**config.mk**
```make
export PLATFORM = sky130hd
export DESIGN_NAME = gfx_pattern_gen
export DESIGN_NICKNAME = d
export VERILOG_FILES = /design/src/rtl/gfx_pattern_pkg.sv /design/src/rtl/gfx_pattern_color.sv /design/src/rtl/gfx_pattern_gen.sv
export SDC_FILE = /design/constraint.sdc
export NUM_CORES = 1
export LEC_CHECK = 0
export CORE_ASPECT_RATIO = 0.8
export CORE_UTILIZATION = 53
export DETAILED_ROUTE_END_ITERATION = 12
export PLACE_DENSITY_LB_ADDON = 0.15
export RECOVER_POWER = 100
export SLEW_MARGIN = 20
export SYNTH_ARGS = -nofsm -noshare
export SYNTH_HDL_FRONTEND = slang
export SYNTH_SLANG_ARGS = --single-unit
```
**constraint.sdc**
```tcl
create_clock -name clk -period 3.1 [get_ports clk]
set_input_delay 0.62 -clock clk [delete_from_list [all_inputs] [get_ports clk]]
set_output_delay 0.62 -clock clk [all_outputs]
set_load 0.05 [all_outputs]
```
**src/rtl/gfx_pattern_pkg.sv**
```systemverilog
// Shared pattern-select codes, FSM state type and constants for the gfx_pattern_gen block.
// The `GFX_PAT_* macros carry the mode encodings so every file decodes mode_q identically.
`ifndef GFX_PATTERN_DEFS_VH
`define GFX_PATTERN_DEFS_VH
`define GFX_PAT_BARS     2'd0
`define GFX_PAT_CHECKER  2'd1
`define GFX_PAT_GRADIENT 2'd2
`define GFX_PAT_BORDER   2'd3
`endif

package gfx_pattern_pkg;

    localparam int RGB_CHANNELS = 3;

    typedef enum logic {
        ST_IDLE   = 1'b0,
        ST_ACTIVE = 1'b1
    } gen_state_e;

endpackage

```
**src/rtl/gfx_pattern_color.sv**
```systemverilog
// Combinational pattern colour: maps (mode_q, pattern x, raster x, y) to an R|G|B pixel.
// BORDER keys off the raw raster x so it never scrolls; the other modes use px.
module gfx_pattern_color
    import gfx_pattern_pkg::*;
#(
    parameter int FB_WIDTH    = 640,
    parameter int FB_HEIGHT   = 480,
    parameter int PIXEL_BITS  = 12,
    parameter int BAR_COUNT   = 8,
    parameter int CHECK_SHIFT = 3,
    localparam int FB_X_BITS  = $clog2(FB_WIDTH),
    localparam int FB_Y_BITS  = $clog2(FB_HEIGHT)
) (
    input  logic [1:0]            mode_q,
    input  logic [FB_X_BITS-1:0]  px,
    input  logic [FB_X_BITS-1:0]  x,
    input  logic [FB_Y_BITS-1:0]  y,
    output logic [PIXEL_BITS-1:0] color
);

    localparam int COLOR_BITS = PIXEL_BITS / RGB_CHANNELS;
    localparam logic [31:0] BAR_W = 32'(FB_WIDTH / BAR_COUNT);
    localparam logic [FB_X_BITS-1:0] MAX_X = FB_X_BITS'(FB_WIDTH - 1);
    localparam logic [FB_Y_BITS-1:0] MAX_Y = FB_Y_BITS'(FB_HEIGHT - 1);

    logic [31:0]           px_wide;
    logic [31:0]           y_wide;
    logic [31:0]           bar_idx;
    logic [COLOR_BITS-1:0] grad;
    logic [PIXEL_BITS-1:0] bar_rgb;
    logic [PIXEL_BITS-1:0] grad_rgb;
    logic                  chk_on;
    logic                  brd_on;
    logic                  unused_bits;

    // Widen before indexing so small frames never index past the vector end.
    assign px_wide = 32'(px);
    assign y_wide  = 32'(y);
    assign bar_idx = px_wide / BAR_W;
    assign chk_on  = px_wide[CHECK_SHIFT] ^ y_wide[CHECK_SHIFT];
    assign brd_on  = (x == '0) || (x == MAX_X) || (y == '0) || (y == MAX_Y);
    assign grad    = px[FB_X_BITS-1 -: COLOR_BITS];

    // Channel gi=0 is blue (LSBs); bar index bit gi drives that channel.
    generate
        for (genvar gi = 0; gi < RGB_CHANNELS; gi++) begin : g_chan
            assign bar_rgb[gi*COLOR_BITS +: COLOR_BITS]  = {COLOR_BITS{bar_idx[gi]}};
            assign grad_rgb[gi*COLOR_BITS +: COLOR_BITS] = grad;
        end
    endgenerate

    assign unused_bits = ^{bar_idx, px_wide, y_wide};

    always_comb begin
        color = '0;
        case (mode_q)
            `GFX_PAT_BARS:     color = bar_rgb;
            `GFX_PAT_CHECKER:  color = {PIXEL_BITS{chk_on}};
            `GFX_PAT_GRADIENT: color = grad_rgb;
            default:           color = {PIXEL_BITS{brd_on}};
        endcase
    end

endmodule

```
**src/rtl/gfx_pattern_gen.sv**
```systemverilog
// Raster-order test-pattern source with valid/ready backpressure and latched per-frame mode.
// Optional feature: define GFX_PATTERN_ANIMATE_EN to scroll modes 0-2 by one pixel per frame.
module gfx_pattern_gen
    import gfx_pattern_pkg::*;
#(
    parameter int FB_WIDTH    = 640,
    parameter int FB_HEIGHT   = 480,
    parameter int PIXEL_BITS  = 12,
    parameter int BAR_COUNT   = 8,
    parameter int CHECK_SHIFT = 3,
    localparam int FB_X_BITS  = $clog2(FB_WIDTH),
    localparam int FB_Y_BITS  = $clog2(FB_HEIGHT)
) (
    input  logic                  clk,
    input  logic                  reset,
    input  logic                  enable,
    input  logic [1:0]            mode,
    input  logic                  ready,
    output logic [FB_X_BITS-1:0]  x,
    output logic [FB_Y_BITS-1:0]  y,
    output logic [PIXEL_BITS-1:0] color,
    output logic                  valid,
    output logic                  last_x,
    output logic                  last
);

    localparam logic [FB_X_BITS-1:0] MAX_X = FB_X_BITS'(FB_WIDTH - 1);
    localparam logic [FB_Y_BITS-1:0] MAX_Y = FB_Y_BITS'(FB_HEIGHT - 1);

    gen_state_e            state_reg;
    logic [FB_X_BITS-1:0]  x_reg;
    logic [FB_Y_BITS-1:0]  y_reg;
    logic [PIXEL_BITS-1:0] color_reg;
    logic                  valid_reg;
    logic                  last_x_reg;
    logic                  last_reg;
    logic [1:0]            mode_reg;
    // Position of the next pixel to issue; survives idle gaps so a resumed stream continues.
    logic [FB_X_BITS-1:0]  nx_reg;
    logic [FB_Y_BITS-1:0]  ny_reg;

    logic                  advance;
    logic                  accept;
    logic                  at_origin;
    logic                  nx_last;
    logic                  ny_last;
    logic [1:0]            mode_next;
    logic [FB_X_BITS-1:0]  px;
    logic [PIXEL_BITS-1:0] color_next;

    assign advance   = enable & (~valid_reg | ready);
    assign accept    = valid_reg & ready;
    assign at_origin = (nx_reg == '0) && (ny_reg == '0);
    assign nx_last   = (nx_reg == MAX_X);
    assign ny_last   = (ny_reg == MAX_Y);
    // The origin pixel already uses the freshly latched mode.
    assign mode_next = at_origin ? mode : mode_reg;

`ifdef GFX_PATTERN_ANIMATE_EN
    localparam logic [FB_X_BITS:0] PX_WRAP = (FB_X_BITS + 1)'(FB_WIDTH);

    logic [FB_X_BITS-1:0] off_reg;
    logic [FB_X_BITS-1:0] off_next;
    logic [FB_X_BITS-1:0] off_eff;
    logic [FB_X_BITS:0]   px_sum;

    assign off_next = (off_reg == MAX_X) ? '0 : off_reg + 1'b1;
    // The next frame's (0,0) can issue on the same edge that accepts last.
    assign off_eff  = (accept && last_reg) ? off_next : off_reg;
    assign px_sum   = {1'b0, nx_reg} + {1'b0, off_eff};
    assign px       = (px_sum >= PX_WRAP) ? FB_X_BITS'(px_sum - PX_WRAP) : px_sum[FB_X_BITS-1:0];

    always_ff @(posedge clk) begin
        if (reset) begin
            off_reg <= '0;
        end else if (accept && last_reg) begin
            off_reg <= off_next;
        end
    end
`else
    assign px = nx_reg;
`endif

    gfx_pattern_color #(
        .FB_WIDTH    (FB_WIDTH),
        .FB_HEIGHT   (FB_HEIGHT),
        .PIXEL_BITS  (PIXEL_BITS),
        .BAR_COUNT   (BAR_COUNT),
        .CHECK_SHIFT (CHECK_SHIFT)
    ) u_color (
        .mode_q (mode_next),
        .px     (px),
        .x      (nx_reg),
        .y      (ny_reg),
        .color  (color_next)
    );

    always_ff @(posedge clk) begin
        if (reset) begin
            state_reg  <= ST_IDLE;
            valid_reg  <= 1'b0;
            x_reg      <= '0;
            y_reg      <= '0;
            color_reg  <= '0;
            last_x_reg <= 1'b0;
            last_reg   <= 1'b0;
            mode_reg   <= '0;
            nx_reg     <= '0;
            ny_reg     <= '0;
        end else begin
            case (state_reg)
                ST_IDLE: begin
                    if (advance) begin
                        state_reg <= ST_ACTIVE;
                        valid_reg <= 1'b1;
                    end
                end
                ST_ACTIVE: begin
                    if (!advance && accept) begin
                        state_reg <= ST_IDLE;
                        valid_reg <= 1'b0;
                    end
                end
                default: begin
                    state_reg <= ST_IDLE;
                    valid_reg <= 1'b0;
                end
            endcase

            if (advance) begin
                x_reg      <= nx_reg;
                y_reg      <= ny_reg;
                color_reg  <= color_next;
                last_x_reg <= nx_last;
                last_reg   <= nx_last & ny_last;
                if (at_origin) begin
                    mode_reg <= mode;
                end
                if (nx_last) begin
                    nx_reg <= '0;
                    ny_reg <= ny_last ? '0 : ny_reg + 1'b1;
                end else begin
                    nx_reg <= nx_reg + 1'b1;
                end
            end
        end
    end

    assign x      = x_reg;
    assign y      = y_reg;
    assign color  = color_reg;
    assign valid  = valid_reg;
    assign last_x = last_x_reg;
    assign last   = last_reg;

endmodule

```
==> results of run 1 <==
[layer usage]
| layer | global-route usage | vias to the layer above | share of wire |
|---|---|---|---|
| met4 | 0.04661 | 0 | 0.0011 |
| li1 | - | 1282 | - |
| met1 | 0.3183 | 1157 | 0.54 |
| met3 | 0.04167 | 2 | 0.037 |
| met5 | 0 | - | 0 |
| met2 | 0.3448 | 56 | 0.42 |
[critical path, stage by stage (launching register included)]
cell	delay, ps
dfxtp_1	860
nand4_1	200
nor3_1	440
nor4_1	110
a21oi_1	300
a21oi_1	150
a311oi_1	300
[cell type report]
| type | instances | area, µm² | area share |
|---|---|---|---|
| multi-input cells | 257 | 1560 | 0.4651 |
| inverters | 13 | 48.80 | 0.01455 |
| clock inverters | 3 | 27.53 | 0.008206 |
| repair buffers | 49 | 450.4 | 0.1343 |
| well taps | 62 | 77.57 | 0.02313 |
| clock buffers | 5 | 68.82 | 0.02051 |
| flip-flops and latches | 56 | 1121 | 0.3342 |
[stage by stage]
step                      power, µW  utilization  instances
after global placement        967.6       0.6386        437
after global routing           1416       0.6512        445
after floorplan               909.0            -        353
final                          1361       0.6512        445
after detailed placement      970.3       0.6386        437
after CTS                      1376       0.6573        445
[power breakdown]
part / total [µW] / switching (µW) / internal (µW)
logic: 190 / 129 / 60.9
registers: 754 / 15.1 / 739
clock network: 416 / 250 / 166
[cell families (layout without fill, tap and decap cells)]
kind of cell    after synthesis  in the layout  share of synthesized area
fa+ha+maj                     5              5                    0.02136
simple gates                151            151                     0.2584
compound gates               81             81                     0.1944
buf+inv                      40             70                    0.08030
xor+xnor                     14             14                    0.04186
flops                        56             56                     0.3827
mux                           6              6                    0.02093
[how the worst min path moves through the flow]
stage                         start   end  cells after the start
after floorplan           ny_reg[8]  y[8]                      2
after global placement         y[2]  y[2]                      2
after detailed placement       y[2]  y[2]                      2
after CTS                      y[2]  y[2]                      2
after global routing           x[7]  x[7]                      2
final                          x[3]  x[3]                      2
[Yosys cell counts (all sizes together), types with 2 or more instances]
cell type / n / share of area
a211o: 2 / 0.0060
a211oi: 9 / 0.023
a21o: 2 / 0.0056
a21oi: 35 / 0.061
a221oi: 2 / 0.0081
a311oi: 5 / 0.015
a31oi: 2 / 0.0043
and4: 2 / 0.0060
buf: 15 / 0.045
clkbuf: 12 / 0.019
dfxtp: 56 / 0.38
ha: 5 / 0.021
inv: 13 / 0.017
mux2i: 5 / 0.017
nand2: 58 / 0.074
nand2b: 5 / 0.011
nand3: 9 / 0.015
nand3b: 3 / 0.0077
nand4: 7 / 0.015
nor2: 41 / 0.058
nor2b: 2 / 0.0043
nor3: 5 / 0.010
nor3b: 2 / 0.0051
nor4: 5 / 0.018
o211ai: 2 / 0.0051
o21a: 2 / 0.0051
o21ai: 6 / 0.012
o22ai: 2 / 0.0043
o31ai: 3 / 0.017
or3: 3 / 0.0064
xnor2: 6 / 0.018
xor2: 8 / 0.024
==> reports/metrics.csv, run 1 <==
stage,metric,value,unit
worst_setup_path,critical path required time,3320,ps
worst_setup_path,reg2reg setup slack,650,ps
detailed_routing,Routed WL,6200,µm
sta,worst hold margin,456.9,ps
cells_and_area,nets@finish,393,
die,CORE AREA,0.005151,mm²
grt,initial antenna violation count,0,
status,status,"finished, final reports clean",
worst_setup_path,Worst Setup EP,color[0],
min_path,Hold WC Path Type,flip-flop to flip-flop,
die,DIE WIDTH,85.12,µm
sta,RSZ-0062 raised after global routing,false,
logic_synthesis,"Cell Area, Synth",0.002929,mm²
clock_tree,post-CTS sizing,0,
sta,min Tclk post-route,2452,ps
sta,fin. max-slew vios,0,
grt,first-pass GRT wire length,10170,µm
sta,# setup viols final,0,
power,Max VDD drop,258.7,µV
clock_tree,H-tree levels,2,
die,die area,0.005830,mm²
cells_and_area,design area,0.003354,mm²
sta,worst-case clock skew,13.56,ps
power,PD cells,405.6,mW/mm²
worst_setup_path,critical path class,flip-flop to flip-flop,
detailed_routing,Wirelength per Cell,13.93,µm
worst_setup_path,worst reg2reg endpoint,color[0],
worst_setup_path,critical path peak fanout,22,
sta,Worst Max-Slew Pin Slew,962.7,ps
placement,dpl ws,677.3,ps
cells_and_area,share of cells above drive strength 1,0.07572,
grt,largest net degree at the start of global routing,23,
detailed_routing,Vias/cell,5.611,
cells_and_area,max reg flops,12,
worst_setup_path,CP startpoint,nx_reg[6],
clock_tree,"Reg clk slew, reported paths",100,ps
sta,f_max,407.8,MHz
die,starting density of the core,0.5686,
cells_and_area,"commonest non-fill, non-tap cell in the layout",nand2_1,
detailed_routing,vias,2497,
cells_and_area,Diodes inserted,0,
grt,vias in the first global route,2162,
worst_setup_path,Crit. End Element,flip-flop,
sta,Final TNS setup,0,ps
clock_tree,Root Buffer,clkbuf_8,
clock_tree,TritonCTS clock tree,yes,
detailed_routing,First DRT Iteration DRCs,128,
clock_tree,Clock Tree Buf Depth,2,
logic_synthesis,Netlist cell types,66,
sta,final worst setup slack,648.0,ps
cells_and_area,most frequent cells in the layout,"nand2_1 (58), dfxtp_1 (56), nor2_1 (40), dlygate4sd3_1 (36), a21oi_1 (35)",
placement,gpl congestion,0.8081,
die,Die Y-Extent,68.49,µm
placement,dpl hpwl,4400,µm
logic_synthesis,asr flop ratio synth,0,
clock_tree,total CTS buffers,5,
detailed_routing,Detailed Routing Iterations Pass 1,4,
sta,crit share post-route,0.7910,
detailed_routing,ANT nets after route,0,
logic_synthesis,yosys warns,0,
logic_synthesis,#FFs+latches synth,56,
worst_setup_path,Worst Setup Start Kind,flip-flop,
logic_synthesis,post-synthesis sequential area ratio,0.3827,
flow_run,Max Cap Violations,0,
clock_tree,clk sinks,56,
logic_synthesis,number of enable flip-flop cells after synthesis,0,
logic_synthesis,top_reg_cell synth,dfxtp_1,
power,Pleak,0.001231,µW
placement,IO Port Bufs,39,
logic_synthesis,average instance area after synthesis,8.298,µm²
cells_and_area,area grow syn2layout,14.52,%
placement,DP Area,0.003289,mm²
die,FP Rows,23,
logic_synthesis,Cells after Synth,353,
detailed_routing,DRC,0,
worst_setup_path,worst-case reg-to-reg path depth,6,
worst_setup_path,Reg-to-Reg Start,nx_reg[6],
sta,Rel. slew slack,0.3582,
worst_setup_path,Worst Path Arrival,2670,ps
clock_tree,hold bufs inserted after CTS,0,
clock_tree,post-CTS setup repair buffer count,0,
grt,GRT Total Usage,0.2204,
die,I/O pins,40,
grt,global route overflow,0,
logic_synthesis,Syn Nets,364,
cells_and_area,# fillers,453,
sta,Final Hold Viols,0,
clock_tree,latest clock arrival within the worst-skew pair,310,ps
(Power assumes the default switching activity.)
==> run 2, diff against run 1 <==
--- a/config.mk
+++ b/config.mk
@@ -6,7 +6,7 @@
 export NUM_CORES = 1
 export LEC_CHECK = 0
 export CORE_ASPECT_RATIO = 0.8
-export CORE_UTILIZATION = 53
+export CORE_UTILIZATION = 49
 export DETAILED_ROUTE_END_ITERATION = 12
 export PLACE_DENSITY_LB_ADDON = 0.15
 export RECOVER_POWER = 100
==> constraint.sdc (replaced) <==
create_clock -name clk -period 2.1 [get_ports clk]
set_input_delay 0.42 -clock clk [delete_from_list [all_inputs] [get_ports clk]]
set_output_delay 0.42 -clock clk [all_outputs]
set_load 0.05 [all_outputs]
==> run 2 against run 1 <==
- the run now ends with negative setup slack left
- critical path depth grew 3
- clock-buffer cell count grew 1
- fmax up 17%
- hold slack worse by 3.8 ps
- clock power rose by 70%
- power up 55%
- critical path type unchanged
==> reports/metrics.csv, run 2 (synthesis gave the netlist of run 1 again) <==
stage,metric,value,unit
die,Die Y-Extent,71.16,µm
worst_setup_path,Reg-to-Reg Start,nx_reg[7],
die,FP Rows,24,
detailed_routing,Wirelength per Cell,13.81,µm
worst_setup_path,"Largest stage delay, worst path",340,ps
worst_setup_path,critical path class,flip-flop to flip-flop,
cells_and_area,Diodes inserted,0,
placement,dpl hpwl,4945,µm
cells_and_area,area grow syn2layout,22.34,%
clock_tree,TritonCTS clock tree,yes,
grt,largest net degree at the start of global routing,24,
flow_run,Max Cap Violations,0,
cells_and_area,"commonest non-fill, non-tap cell in the layout",nand2_1,
cells_and_area,nets@finish,412,
sta,Worst Max-Slew Pin Slew,664.2,ps
die,I/O pins,40,
power,PD cells,588.8,mW/mm²
worst_setup_path,critical path peak fanout,7,
die,starting density of the core,0.5216,
worst_setup_path,CP top delay family,compound AO/OA/AOI/OAI gates,
clock_tree,"Reg clk slew, reported paths",100,ps
placement,gpl congestion,0.8751,
worst_setup_path,Worst Setup Start Kind,flip-flop,
detailed_routing,Vias/cell,5.469,
grt,vias in the first global route,2426,
worst_setup_path,Worst Path Arrival,2330,ps
power,Max VDD drop,315.3,µV
placement,dpl ws,-91.97,ps
clock_tree,clk sinks,56,
sta,f_max,475.4,MHz
clock_tree,Root Buffer,clkbuf_8,
die,DIE WIDTH,88.44,µm
worst_setup_path,CP startpoint,nx_reg[7],
grt,global route overflow,0,
detailed_routing,DRC,0,
sta,final worst setup slack,-3.412,ps
grt,initial antenna violation count,0,
worst_setup_path,worst path cell trace,nor2_4 -> inv_2 -> ha_4 -> and3b_1 -> mux2_2 -> a221oi_2 -> o221a_2 -> o21ai_2 -> a311oi_1,
cells_and_area,max reg flops,12,
detailed_routing,First DRT Iteration DRCs,121,
status,status,"finished, violations left",
sta,fin. max-slew vios,0,
detailed_routing,ANT nets after route,0,
sta,Rel. slew slack,0.5572,
grt,first-pass GRT wire length,11270,µm
min_path,hold_sp,y[4],
cells_and_area,share of cells above drive strength 1,0.1493,
die,CORE AREA,0.005615,mm²
worst_setup_path,slowest CP cell,dfxtp_2,
min_path,Hold WC Path Type,flip-flop to flip-flop,
sta,RSZ-0062 raised after global routing,true,
clock_tree,total CTS buffers,5,
placement,DP Area,0.003465,mm²
die,die area,0.006293,mm²
detailed_routing,Detailed Routing Iterations Pass 1,4,
sta,worst-case clock skew,6.795,ps
worst_setup_path,Crit. End Element,flip-flop,
grt,GRT Total Usage,0.2286,
cells_and_area,design area,0.003583,mm²
detailed_routing,vias,2625,
sta,crit share post-route,1.002,
clock_tree,latest clock arrival within the worst-skew pair,310,ps
worst_setup_path,critical path required time,2330,ps
power,Pleak,0.001342,µW
sta,Final Hold Viols,0,
worst_setup_path,"Buf+Inv Stages, Crit Path",1,
placement,IO Port Bufs,39,
detailed_routing,Routed WL,6631,µm
sta,# setup viols final,1,
cells_and_area,most frequent cells in the layout,"nand2_1 (58), dfxtp_1 (54), nor2_1 (38), dlygate4sd3_1 (36), a21oi_1 (34)",
status,violated checks,negative setup slack,
clock_tree,H-tree levels,2,
sta,min Tclk post-route,2103,ps
clock_tree,Clock Tree Buf Depth,2,
cells_and_area,# fillers,514,
## run 2: cell types whose count changed in the layout (fill, tap and decap cells not counted), sizes merged
| cell | before | now |
|---|---|---|
| buf | 6 | 24 |
| bufinv | 0 | 1 |
| clkinv | 1 | 0 |
| clkbuf | 9 | 11 |
| clkinvlp | 1 | 0 |
## run 2: layout make-up
cell class,count,area [µm²],share of cell area
clock buffer,6,72.57,0.02025
tap,78,97.59,0.02723
sequential,56,1124,0.3135
multi-input combinational,257,1612,0.4497
clock inverter,2,38.79,0.01082
inverter,13,48.80,0.01362
timing repair buffer,68,590.6,0.1648
## run 2: final timing paths
kind,cells past startpoint,endpoint,slack (ps)
setup / recovery,9,color[0],-3
hold / removal,2,y[4],450
setup reg to reg,9,color[0],-3
hold reg to reg,2,y[4],450
## run 2: power by group
part	total, µW	internal (µW)	switching (µW)
Clock	707	361	346
Sequential	1110	1090	23.2
Combinational	288	95.5	193
Total	2110	1550	563
## run 2: through the flow
| stage | cells | utilization | total power [µW] | hold slack [ps] | TNS (ps) |
|---|---|---|---|---|---|
| floorplan | 353 | - | 1342 | 457.2 | 0 |
| global placement | 471 | 0.6170 | 1439 | 443.1 | -78.87 |
| detailed placement | 471 | 0.6170 | 1444 | 447.8 | -331.2 |
| CTS | 480 | 0.6397 | 2140 | 461.6 | -7.662 |
| global route | 480 | 0.6381 | 2190 | 477.4 | -637.0 |
| finish | 480 | 0.6381 | 2110 | 453.1 | -3.412 |
## run 2: worst reg2reg max path, delay by kind of cell (launching register included)
family / cells / cell delay, ps
buffers and inverters: 1 / 50
flip-flops: 1 / 340
AND/OR/NAND/NOR: 2 / 300
adder cells (fa/ha/maj): 1 / 290
AO/OA/AOI/OAI: 4 / 760
multiplexers: 1 / 280
## run 2: per-layer routing
metal	global-route usage	vias to the layer above	wire length, µm
met3	0.05018	5	346
met5	0	-	0
met4	0.05735	0	57
met1	0.3304	1227	3403
li1	-	1330	-
met2	0.3444	63	2823
## run 2: what timing repair did
| action | 4_1_cts | 5_1_grt |
|---|---|---|
| buffers inserted | 1 | 0 |
| hold buffers | 0 | 0 |
| setup endpoints to repair | 5 | 13 |
| resized for setup | 3 | 3 |
| pin swaps | 4 | 1 |
==> run 3, diff against run 2 <==
--- a/config.mk
+++ b/config.mk
@@ -8,6 +8,7 @@
 export CORE_ASPECT_RATIO = 0.8
 export CORE_UTILIZATION = 49
 export DETAILED_ROUTE_END_ITERATION = 12
+export MAX_ROUTING_LAYER = met4
 export PLACE_DENSITY_LB_ADDON = 0.15
 export RECOVER_POWER = 100
 export SLEW_MARGIN = 20
==> run 3 against run 2 <==
- the run still ends with negative setup slack left
- final cell count grew 0.21%
- flip-flop and latch count unchanged
- critical path type unchanged
- setup slack worse by 22 ps
- wire length is 3.4% higher
- via count is 0.46% higher
- largest cell class unchanged
- die area unchanged
- register-to-register slack worse by 20 ps
- sequential share of layout area shrank 0.50 points
==> reports/metrics.csv, run 3 (synthesis gave the netlist of run 1 again) <==
stage,metric,value,unit
cells_and_area,FF/Latch Area,0.001125,mm²
sta,f_max,470.6,MHz
clock_tree,clk sinks,56,
sta,Worst Max-Slew Pin Slew,699.9,ps
flow_run,Max Cap Violations,0,
die,DIE WIDTH,88.44,µm
sta,min Tclk post-route,2125,ps
placement,dpl hpwl,4963,µm
sta,Rel. slew slack,0.5334,
worst_setup_path,critical path required time,2300,ps
power,Pleak,0.001244,µW
grt,GRT Total Usage,0.2429,
sta,fin. max-slew vios,0,
clock_tree,H-tree levels,2,
cells_and_area,"non-filler cells, final",481,
worst_setup_path,worst-case reg-to-reg path depth,9,
cells_and_area,nets@finish,413,
placement,DP Area,0.003485,mm²
placement,IO Port Bufs,39,
detailed_routing,DRC,0,
placement,gpl congestion,0.8970,
grt,global route overflow,0,
clock_tree,"Reg clk slew, reported paths",110,ps
min_path,Hold Path Sink,last,
status,violated checks,negative setup slack,
die,Die Y-Extent,71.16,µm
cells_and_area,# fillers,519,
detailed_routing,ANT nets after route,0,
cells_and_area,most frequent cells in the layout,"nand2_1 (58), dfxtp_1 (53), nor2_1 (38), clkdlybuf4s50_1 (37), a21oi_1 (34)",
cells_and_area,design area,0.003646,mm²
worst_setup_path,Crit. End Element,flip-flop,
sta,crit share post-route,1.012,
worst_setup_path,Worst Setup Start Kind,flip-flop,
sta,final worst setup slack,-25.05,ps
cells_and_area,max reg flops,12,
clock_tree,hold bufs inserted after CTS,0,
clock_tree,total CTS buffers,5,
sta,Final Hold Viols,0,
sta,# setup viols final,4,
status,status,"finished, violations left",
cells_and_area,share of cells above drive strength 1,0.1613,
worst_setup_path,critical path peak fanout,5,
worst_setup_path,Worst Path Arrival,2320,ps
grt,initial antenna violation count,0,
placement,Placed Cells,472,
detailed_routing,Routed WL,6859,µm
sta,worst-case clock skew,9.218,ps
min_path,WHS Path Cells,2,
detailed_routing,Vias/cell,5.482,
die,die area,0.006293,mm²
power,Max VDD drop,274.7,µV
cells_and_area,area grow syn2layout,24.48,%
die,FP Rows,24,
clock_tree,Clock Tree Buf Depth,2,
detailed_routing,vias,2637,
detailed_routing,Detailed Routing Iterations Pass 1,4,
detailed_routing,First DRT Iteration DRCs,97,
min_path,hold_sp,last,
grt,largest net degree at the start of global routing,22,
worst_setup_path,critical path class,flip-flop to flip-flop,
clock_tree,Root Buffer,clkbuf_8,
clock_tree,TritonCTS clock tree,yes,
die,I/O pins,40,
die,starting density of the core,0.5216,
die,CORE AREA,0.005615,mm²
worst_setup_path,Reg-to-Reg Start,nx_reg[7],
sta,RSZ-0062 raised after global routing,true,
cells_and_area,"commonest non-fill, non-tap cell in the layout",nand2_1,
clock_tree,latest clock arrival within the worst-skew pair,320,ps
power,PD cells,566.8,mW/mm²
min_path,Hold WC Path Type,flip-flop to flip-flop,
detailed_routing,Wirelength per Cell,14.26,µm
grt,vias in the first global route,2432,
worst_setup_path,reg2reg setup slack,-30,ps
cells_and_area,footprint of the multi-input gates,0.001664,mm²
cells_and_area,Diodes inserted,0,
worst_setup_path,worst reg2reg endpoint,color[0],
grt,first-pass GRT wire length,11650,µm
run 3: cell count changes in the layout (fill, tap and decap cells not counted), sizes merged:
cell / previous run / this run
bufinv: 1 / 0
clkbuf: 11 / 10
dlygate4sd3: 36 / 2
clkdlybuf4s50: 3 / 37
buf: 24 / 26
clkinv: 0 / 1
run 3: repair_timing:
action                     CTS  global route
setup endpoints to repair    4            19
resized for setup            3            11
pin swaps                    7             1
cloned                       0             0
buffers inserted             1             0
run 3: critical path, cell delays in order (launching register included):
cell      delay [ps]
dfxtp_2          350
nor2_4           120
inv_2             60
ha_4             250
nand3b_1         210
a211o_1          280
o211a_1          130
o221a_2          290
o21ai_4          200
a311oi_2         130
run 3: per-stage QoR:
| stage | utilization | hold slack [ps] | setup WS [ps] | total power, µW | TNS [ps] |
|---|---|---|---|---|---|
| floorplan | - | 457.2 | 3.951 | 1342 | 0 |
| global placement | 0.6205 | 441.9 | -27.88 | 1442 | -71.71 |
| detailed placement | 0.6205 | 446.5 | -55.09 | 1446 | -196.5 |
| CTS | 0.6417 | 460.9 | -5.046 | 2064 | -5.046 |
| global route | 0.6493 | 477.4 | -138.7 | 2149 | -691.3 |
| finish | 0.6493 | 459.5 | -25.05 | 2067 | -48.08 |
run 3: metal layers:
layer / up-vias / routed length (µm) / global-route usage
li1: 1328 / - / -
met1: 1240 / 3418 / 0.3437
met2: 62 / 3050 / 0.3513
met3: 7 / 329 / 0.04317
met4: 0 / 61 / 0.07348
met5: - / 0 / -
run 3: worst max-delay path by stage:
stage          startpoint       end  slack (ps)  cells after the start
3_3_place_gp    nx_reg[7]  color[0]         -30                      9
2_1_floorplan   nx_reg[7]  color[0]           4                     10
6_report        nx_reg[7]  color[0]         -30                      9
4_1_cts         nx_reg[7]  color[0]          -5                      9
3_5_place_dp    nx_reg[7]  color[0]         -60                      9
5_1_grt         nx_reg[7]  color[0]        -140                      9
run 3: area by class of cell:
class,count,area share
multi-input cells,257,0.4564
flip-flops and latches,56,0.3085
repair buffers,69,0.1685
well taps,78,0.02677
clock buffers,6,0.02265
inverters,13,0.01338
clock inverters,2,0.003775
run 3: power by group:
part	switching, µW	internal (µW)
registers	22.9	1090
clock network	369	271
logic	202	111
total	593	1470
